### config.mk
export PLATFORM = sky130hd
export DESIGN_NAME = ssdec_scan
export DESIGN_NICKNAME = d
export VERILOG_FILES = /design/src/rtl/ssdec_pkg.sv /design/src/rtl/ssdec_scan_timer.sv /design/src/rtl/ssdec_scan.sv
export SDC_FILE = /design/constraint.sdc
export NUM_CORES = 1
export LEC_CHECK = 0
export ABC_AREA = 1
export CAP_MARGIN = 20
export CORE_AREA = 4 4 81 83
export CTS_CLUSTER_SIZE = 12
export DETAILED_ROUTE_END_ITERATION = 12
export DIE_AREA = 0 0 85 87
export PLACE_DENSITY = 0.78
export SLEW_MARGIN = 20
export SYNTH_ARGS = -nofsm -noshare
export SYNTH_HDL_FRONTEND = slang
export SYNTH_SLANG_ARGS = --single-unit
### constraint.sdc
create_clock -name clk -period 3.3 [get_ports clk]
set_clock_uncertainty 0.2 [all_clocks]
set_input_delay 0.99 -clock clk [delete_from_list [all_inputs] [get_ports clk]]
set_output_delay 0.99 -clock clk [all_outputs]
set_load 0.01 [all_outputs]
### src/rtl/ssdec_pkg.sv
// Shared constants for the multiplexed seven-segment scanner.
// Segment bit order is gfedcba, bit0 = a.
package ssdec_pkg;

  localparam logic [6:0] SEG_TABLE [16] = '{
    7'h3F, 7'h06, 7'h5B, 7'h4F,
    7'h66, 7'h6D, 7'h7D, 7'h07,
    7'h7F, 7'h6F, 7'h77, 7'h7C,
    7'h39, 7'h5E, 7'h79, 7'h71
  };

  localparam logic [6:0] SEG_BLANK = 7'h00;

endpackage

### src/rtl/ssdec_scan_timer.sv
// Scan timing: prescaler, digit index, frame pulse and blink phase.
// frame_done marks the last cycle of the last digit slot.
module ssdec_scan_timer #(
  parameter int NUM_DIGITS   = 4,
  parameter int SCAN_DIV     = 1000,
  parameter int BLINK_FRAMES = 64,
  localparam int IW = $clog2(NUM_DIGITS),
  localparam int PW = $clog2(SCAN_DIV),
  localparam int FW = (BLINK_FRAMES > 1) ? $clog2(BLINK_FRAMES) : 1
) (
  input  logic          clk,
  input  logic          rst,
  output logic [IW-1:0] o_idx,
  output logic          o_frame_done,
  output logic          o_phase
);

  logic [PW-1:0] r_presc;
  logic [IW-1:0] r_idx;
  logic [FW-1:0] r_fcnt;
  logic          r_phase;
  logic          w_wrap;
  logic          w_last;

  assign w_wrap       = (r_presc == PW'(SCAN_DIV - 1));
  assign w_last       = (r_idx == IW'(NUM_DIGITS - 1));
  assign o_frame_done = w_wrap & w_last;
  assign o_idx        = r_idx;
  assign o_phase      = r_phase;

  // Prescaler and digit index advance
  always_ff @(posedge clk or posedge rst) begin
    if (rst) begin
      r_presc <= '0;
      r_idx   <= '0;
    end else if (w_wrap) begin
      r_presc <= '0;
      r_idx   <= w_last ? '0 : r_idx + 1'b1;
    end else begin
      r_presc <= r_presc + 1'b1;
    end
  end

  // Blink phase toggles after BLINK_FRAMES frame boundaries
  always_ff @(posedge clk or posedge rst) begin
    if (rst) begin
      r_fcnt  <= '0;
      r_phase <= 1'b0;
    end else if (o_frame_done) begin
      if (r_fcnt == FW'(BLINK_FRAMES - 1)) begin
        r_fcnt  <= '0;
        r_phase <= ~r_phase;
      end else begin
        r_fcnt <= r_fcnt + 1'b1;
      end
    end
  end

endmodule

### src/rtl/ssdec_scan.sv
// Multiplexed hex display driver with tear-free frame updates.
// Loads land in a shadow copy and go live only at a frame boundary.
module ssdec_scan
  import ssdec_pkg::*;
#(
  parameter int NUM_DIGITS   = 4,
  parameter int SCAN_DIV     = 1000,
  parameter int BLINK_FRAMES = 64
) (
  input  logic                    clk,
  input  logic                    rst,
  input  logic                    load,
  input  logic [4*NUM_DIGITS-1:0] value,
  input  logic                    en,
  input  logic                    lz_suppress,
  input  logic [NUM_DIGITS-1:0]   blink_mask,
  output logic [6:0]              seg_out,
  output logic [NUM_DIGITS-1:0]   dig_sel,
  output logic                    frame_done
);

  localparam int IW = $clog2(NUM_DIGITS);
  localparam int VW = 4 * NUM_DIGITS;

  logic [IW-1:0] w_idx;
  logic          w_phase;
  logic [VW-1:0] r_shadow;
  logic [VW-1:0] r_active;
  logic          r_pending;
  logic [3:0]    w_nib;
  logic          w_lz_blank;
  logic          w_zero_above;
  logic          w_blank;

  ssdec_scan_timer #(
    .NUM_DIGITS  (NUM_DIGITS),
    .SCAN_DIV    (SCAN_DIV),
    .BLINK_FRAMES(BLINK_FRAMES)
  ) u_timer (
    .clk         (clk),
    .rst         (rst),
    .o_idx       (w_idx),
    .o_frame_done(frame_done),
    .o_phase     (w_phase)
  );

  // Shadow/active update; boundary loads bypass the shadow
  always_ff @(posedge clk or posedge rst) begin
    if (rst) begin
      r_shadow  <= '0;
      r_active  <= '0;
      r_pending <= 1'b0;
    end else begin
      if (load) r_shadow <= value;
      if (frame_done) begin
        if (load) r_active <= value;
        else if (r_pending) r_active <= r_shadow;
        r_pending <= 1'b0;
      end else if (load) begin
        r_pending <= 1'b1;
      end
    end
  end

  // Leading-zero and blink blanking for the current digit
  always_comb begin
    w_zero_above = 1'b1;
    w_lz_blank   = 1'b0;
    w_nib        = r_active[4*w_idx +: 4];
    for (int i = NUM_DIGITS - 1; i >= 0; i--) begin
      w_zero_above = w_zero_above & (r_active[4*i +: 4] == 4'h0);
      if (i == int'(w_idx))
        w_lz_blank = w_zero_above & (i != 0);
    end
    w_blank = (lz_suppress & w_lz_blank) |
              (w_phase & blink_mask[w_idx]);
  end

  // Registered segment and digit-select outputs
  always_ff @(posedge clk or posedge rst) begin
    if (rst) begin
      seg_out <= '0;
      dig_sel <= '0;
    end else if (!en) begin
      seg_out <= '0;
      dig_sel <= '0;
    end else begin
      seg_out <= w_blank ? SEG_BLANK : SEG_TABLE[w_nib];
      dig_sel <= NUM_DIGITS'(1) << w_idx;
    end
  end

endmodule

==> impl_metrics.tcl, run 1 <==
set metrics [dict create \
    cts_buffer_depth 2 \
    crit_type "reg -> out" \
    drive_above_1_share_pct 8.75 \
    crit_chain "ha_1, nand2_1, inv_1, nand4_1, nor2_4, dlymetal6s2s_1" \
    setup_viol 0 \
    netlist_top_cells_area "dfrtp_1, nand2_1, nand3_1" \
    yosysUniqueCellTypes 27 \
    grt_max_degree 41 \
    critPathCaptureType "output pin" \
    async_reset_ff_share_pct 100 \
    antenna_left 0 \
    power_frac_clock_pct 45.6 \
    drc 0 \
    setup.worst_path.start "u_timer.r_presc[0]" \
    status "completed" \
    power.total_mw 1.64 \
    ir_drop_uv 310 \
    switching_share_pct 20.6 \
    io_buffer_count 36 \
    cp_data_required_time_ns 2.11 \
    hold_depth 2 \
    hold_start "r_shadow[3]" \
    h-tree-depth 3 \
    p_switching_mw 0.338 \
    num_antenna_cells 0 \
    arrival_ns 1.64 \
    route.met3.wl_um 293 \
    drt-total-wl_mm 6.48 \
    comb_power_share_pct 5.8 \
    rsz0062_at_grt "no" \
    syn-num-nets 447 \
    antenna_found_initial 0 \
    critical-path-top-delay-family "simple AND/OR/NAND/NOR gates" \
    max_slew.worst_pin.slew_ns 0.496 \
    cts.sinks 63 \
    fin_tns_setup_ns 0 \
    fp.dieH_um 87 \
    num_vias 2672 \
    r2r_start "u_timer.o_idx[0]" \
    clk_latency_ns 0.34 \
    m1WireLength_mm 2.98 \
    wl_met2_mm 3.01 \
    startpoint_type "flop" \
    wire_per_inst_um 12.2 \
    r2r_slack_ns 1.13 \
    pin_count 37 \
    dp_hpwl_mm 4.71 \
    synth_flop_cell "dfrtp_1" \
    cp.buffers_inverters 2 \
    start_util_pct 54.7 \
    place.gp.congestion 0.885 \
    reg2reg_to "seg_out[3]" \
    drt_iter0_markers 138 \
    period_needed_ns 2.83 \
    first_pass_iters 4 \
    hold_path.class "reg -> reg" \
    seqPwrFrac_pct 48.6 \
    die_x_um 85 \
    p_leak_nw 2.08 \
    vias_per_cell 5.02 \
    yosysTopAreaCellShare_pct 49.3 \
    seq_area_frac_synth_pct 49.3 \
    multi_input_area_um2 1410 \
    yosys.area.top_type "dfrtp_1" \
    grt_pass1_vias 2597 \
    avgSynthCellArea_um2 7.80 \
    cts_made_buffers 9 \
    p_per_area_nw_per_um2 425 \
    coreArea_um2 5850 \
    min_to "r_shadow[3]" \
    dieArea_um2 7400 \
    syn_area_um2 3200 \
    drv_cap 0 \
    final_common_cell "nand2_1" \
    rows 28 \
    synth_warnings 0 \
    nNetsFinal 489 \
    syn_inst 410 \
    gr-usage-all-layers_pct 19.5 \
    synth_edf_count 0 \
    area_delta_synth_final_pct 20.9 \
    top_layer_used "met4" \
    grt_overflow_total 0 \
    layout_common_cells "nand2_1, dfrtp_1, nand3_1, clkdlybuf4s50_1, inv_1" \
    p_int_mw 1.31 \
    cp_max_fo 3 \
    ys_seq_elements 63 \
    finalHoldViolations 0 \
    clock-root-buffer "clkbuf_8" \
    fill_cells 498 \
    cpMaxStageDelayCell "dfrtp_1" \
    worst_path_largest_cell_delay_ns 0.38 \
    clkTransAtPathRegs_ns 0.07 \
    rr_worst_depth 12 \
    slew_violations 0 \
    max_freq_ghz 0.353 \
    slew_headroom_pct 66.9 \
    fin_crit_sh_pct 85.8 \
    cts_tree "yes" \
    grt_pass1_wl_mm 11.5 \
    regArea_um2 1580 \
]
[power groups by stage]
stage / combinational [mW] / clock [mW] / sequential, mW
3_3_place_gp: 0.0957 / 0 / 0.813
5_1_grt: 0.108 / 0.800 / 0.801
6_report: 0.0950 / 0.750 / 0.800
2_1_floorplan: 0.0420 / 0 / 0.815
4_1_cts: 0.0970 / 0.766 / 0.800
3_5_place_dp: 0.0966 / 0 / 0.814
[kinds of logic after synthesis]
| family | count (synthesis) | share of synthesized area, % |
|---|---|---|
| xor gates and xnor gates | 5 | 1.37 |
| buffers and inverters | 49 | 6.57 |
| adders and majority gates | 12 | 4.69 |
| and+or+nand+nor | 259 | 34.4 |
| DFF | 63 | 49.3 |
| AOI/OAI and AO/OA | 22 | 3.64 |
[cells in the mapped netlist, types with 6 or more instances]
library cell,count
dfrtp_1,63
nand2_2,7
inv_1,35
nand3_1,39
buf_2,6
nor2_1,29
o21ai_0,11
a21oi_1,8
ha_1,12
nand2_1,167
[registers in the layout, summed over array words and instances, names as in the netlist]
register	count
r_active	16
u_timer.r_presc	10
dig_sel	4
u_timer.o_phase	1
r_pending	1
seg_out	7
r_shadow	16
u_timer.r_fcnt	6
u_timer.o_idx	2
[layer usage]
metal	global-route usage, %	vias up
met3	4.07	18
li1	-	1364
met1	25.1	1226
met5	0	-
met4	11.2	0
met2	30.5	64
[how the worst max path moves through the flow]
| stage | to | slack [ns] | cells after the start |
|---|---|---|---|
| 6_report | frame_done | 0.47 | 6 |
| 5_1_grt | frame_done | 0.37 | 6 |
| 4_1_cts | frame_done | 0.04 | 6 |
| 3_5_place_dp | frame_done | 0.42 | 6 |
| 3_3_place_gp | frame_done | 0.46 | 4 |
| 2_1_floorplan | dig_sel[0] | 0.54 | 1 |
[metrics by stage]
step	cell area, µm²	std cells	hold slack (ns)	util (%)	setup slack [ns]
after CTS	3850	531	0.279	65.9	0.0360
after global routing	3870	532	0.297	66.1	0.369
after detailed placement	3630	515	0.261	62.1	0.422
final	3870	532	0.274	66.1	0.467
after global placement	3630	515	0.258	62.1	0.456
after floorplan	3200	410	0.239	-	0.540
[worst reg2reg max path, delay by kind of cell (launching register included)]
kind	cells	cell delay [ns]
fa+ha+maj	1	0.22
buf+inv	4	0.60
compound gates	1	0.13
flops	1	0.38
simple gates	6	0.53
[repair_timing]
item,CTS,global route
setup endpoints to repair,0,1
hold buffers,0,0
buffers inserted,0,1
gates resized for setup,0,2
[layout make-up]
cell class | instances | share of cell area (%)
flip-flops and latches | 63 | 40.8
well taps | 75 | 2.43
repair buffers | 41 | 10.7
inverters | 39 | 3.79
multi-input cells | 298 | 36.5
clock inverters | 3 | 1.68
clock buffers | 13 | 4.11
(Power assumes the default switching activity.)
==> inputs of run 2 (changes only) <==
CORE_AREA = 4 4 90 92   (was 4 4 81 83)
DIE_AREA = 0 0 94 96   (was 0 0 85 87)
PLACE_DENSITY = unset   (was 0.78)
PLACE_DENSITY_LB_ADDON = 0.2   (was unset)
==> run 2 against run 1 <==
Via count decreased by 2.6%; highest routed layer unchanged; routed wire length fell by 4.3%; sequential cell count stayed put.
==> impl_metrics.tcl, run 2 (same netlist as run 1, synthesis figures left out) <==
set metrics [dict create \
    dieArea_um2 9020 \
    cts.sinks 63 \
    regArea_um2 1580 \
    layout_common_cells "nand2_1, dfrtp_1, nand3_1, clkdlybuf4s50_1, inv_1" \
    ir_drop_uv 239 \
    final_common_cell "nand2_1" \
    fin_tns_setup_ns 0 \
    io_buffer_count 36 \
    critPathCaptureType "output pin" \
    clock-root-buffer "clkbuf_8" \
    status "completed" \
    antenna_left 0 \
    slew_violations 0 \
    coreArea_um2 7210 \
    placed_area_um2 3660 \
    hold_depth 2 \
    dp_cells 539 \
    clkTransAtPathRegs_ns 0.06 \
    hold_start "r_shadow[2]" \
    final_cell_area_um2 3850 \
    rsz0062_at_grt "no" \
    p_leak_nw 2.04 \
    vias_per_cell 4.70 \
    grt_overflow_total 0 \
    wire_per_inst_um 11.2 \
    drt-total-wl_mm 6.20 \
    gr-usage-all-layers_pct 16.3 \
    cts_made_buffers 9 \
    nNetsFinal 489 \
    dp_hpwl_mm 4.60 \
    setup_ws_ns 0.156 \
    hold_path.class "reg -> reg" \
    num_antenna_cells 0 \
    cts_tree "yes" \
    layoutNonFillerInstCount 554 \
    cp_data_required_time_ns 2.11 \
    area_delta_synth_final_pct 20.5 \
    p_int_mw 1.19 \
    period_needed_ns 3.14 \
    p_per_area_nw_per_um2 392 \
    h-tree-depth 3 \
    max_freq_ghz 0.318 \
    r2r_start "u_timer.o_idx[0]" \
    rows 31 \
    arrival_ns 1.95 \
    p_switching_mw 0.323 \
    first_pass_iters 4 \
    place.gp.congestion 0.845 \
    finalHoldViolations 0 \
    grt_pass1_wl_mm 11.4 \
    drive_above_1_share_pct 8.57 \
    die_x_um 94 \
    setup_viol 0 \
    num_vias 2603 \
    utilization_pct 53.4 \
    reg_top3 "r_active (16), r_shadow (16), u_timer.r_presc (10)" \
    fp.dieH_um 96 \
    post-place-ws_ns 0.416 \
    rr_worst_depth 12 \
    cts_buffer_depth 2 \
    grt_max_degree 42 \
    r2r_slack_ns 1.13 \
    fill_cells 720 \
    multi_input_area_um2 1410 \
    max_slew.worst_pin.slew_ns 0.495 \
    grt_pass1_vias 2510 \
    crit_type "reg -> out" \
    drt_iter0_markers 107 \
    holdBufCountCts 0 \
    pin_count 37 \
    switching_share_pct 21.4 \
    startpoint_type "flop" \
    power_frac_clock_pct 40.7 \
    drc 0 \
    slew_headroom_pct 67.0 \
    clk_latency_ns 0.34 \
    start_util_pct 44.3 \
    cp_max_fo 3 \
    fin_crit_sh_pct 95.3 \
    drv_cap 0 \
    reg2reg_to "seg_out[3]" \
    antenna_found_initial 0 \
    min_to "r_shadow[2]" \
    seqPwrFrac_pct 52.9 \
    comb_power_share_pct 6.4 \
]
## run 2: cell count changes in the layout (fill, tap and decap cells not counted), sizes merged
cell	change
bufinv	-2
dlymetal6s2s	-1
clkinv	-1
clkdlybuf4s50	+1
clkbuf	+1
## run 2: repair_timing
action                     4_1_cts  5_1_grt
setup endpoints to repair        0        1
gates resized for setup          0        1
buffers inserted                 0        1
## run 2: power groups by stage
stage	registers, mW	logic (mW)	clock network, mW
5_1_grt	0.801	0.111	0.672
4_1_cts	0.799	0.0991	0.635
2_1_floorplan	0.815	0.0420	0
6_report	0.799	0.0960	0.615
3_5_place_dp	0.813	0.0986	0
3_3_place_gp	0.813	0.0971	0
## run 2: per-layer routing
metal / GRT usage (%) / up-vias / part of all wire [%]
met5: 0 / - / 0
met4: 6.86 / 0 / 2.0
met3: 4.38 / 10 / 5.7
met2: 25.3 / 57 / 44
met1: 21.8 / 1174 / 48
li1: - / 1362 / -
## run 2: layout make-up
class / instances / share of cell area (%)
Sequential cell: 63 / 41.0
Multi-Input combinational cell: 298 / 36.6
Timing Repair Buffer: 41 / 10.7
Clock buffer: 14 / 4.74
Inverter: 39 / 3.80
Tap cell: 99 / 3.22
## run 2: worst max path at each step
stage / to / cells past startpoint / startpoint
floorplan: dig_sel[0] / 1 / rst
global placement: frame_done / 4 / u_timer.o_idx[1]
detailed placement: frame_done / 4 / u_timer.o_idx[1]
CTS: frame_done / 4 / u_timer.o_idx[1]
global route: frame_done / 6 / u_timer.r_presc[1]
finish: frame_done / 6 / u_timer.r_presc[0]
## run 2: stage by stage
| stage | power [mW] | hold WS [ns] |
|---|---|---|
| final | 1.51 | 0.274 |
| after global routing | 1.58 | 0.297 |
| after CTS | 1.53 | 0.276 |
| after detailed placement | 0.912 | 0.260 |
| after global placement | 0.910 | 0.258 |
| after floorplan | 0.857 | 0.239 |
## run 2: worst max-delay path, cell delays in order, from the launching register on
cell,delay (ns)
dfrtp_1,0.37
ha_1,0.20
nand2_1,0.10
inv_1,0.10
nand4_1,0.16
nor2_4,0.14
clkdlybuf4s50_1,0.55
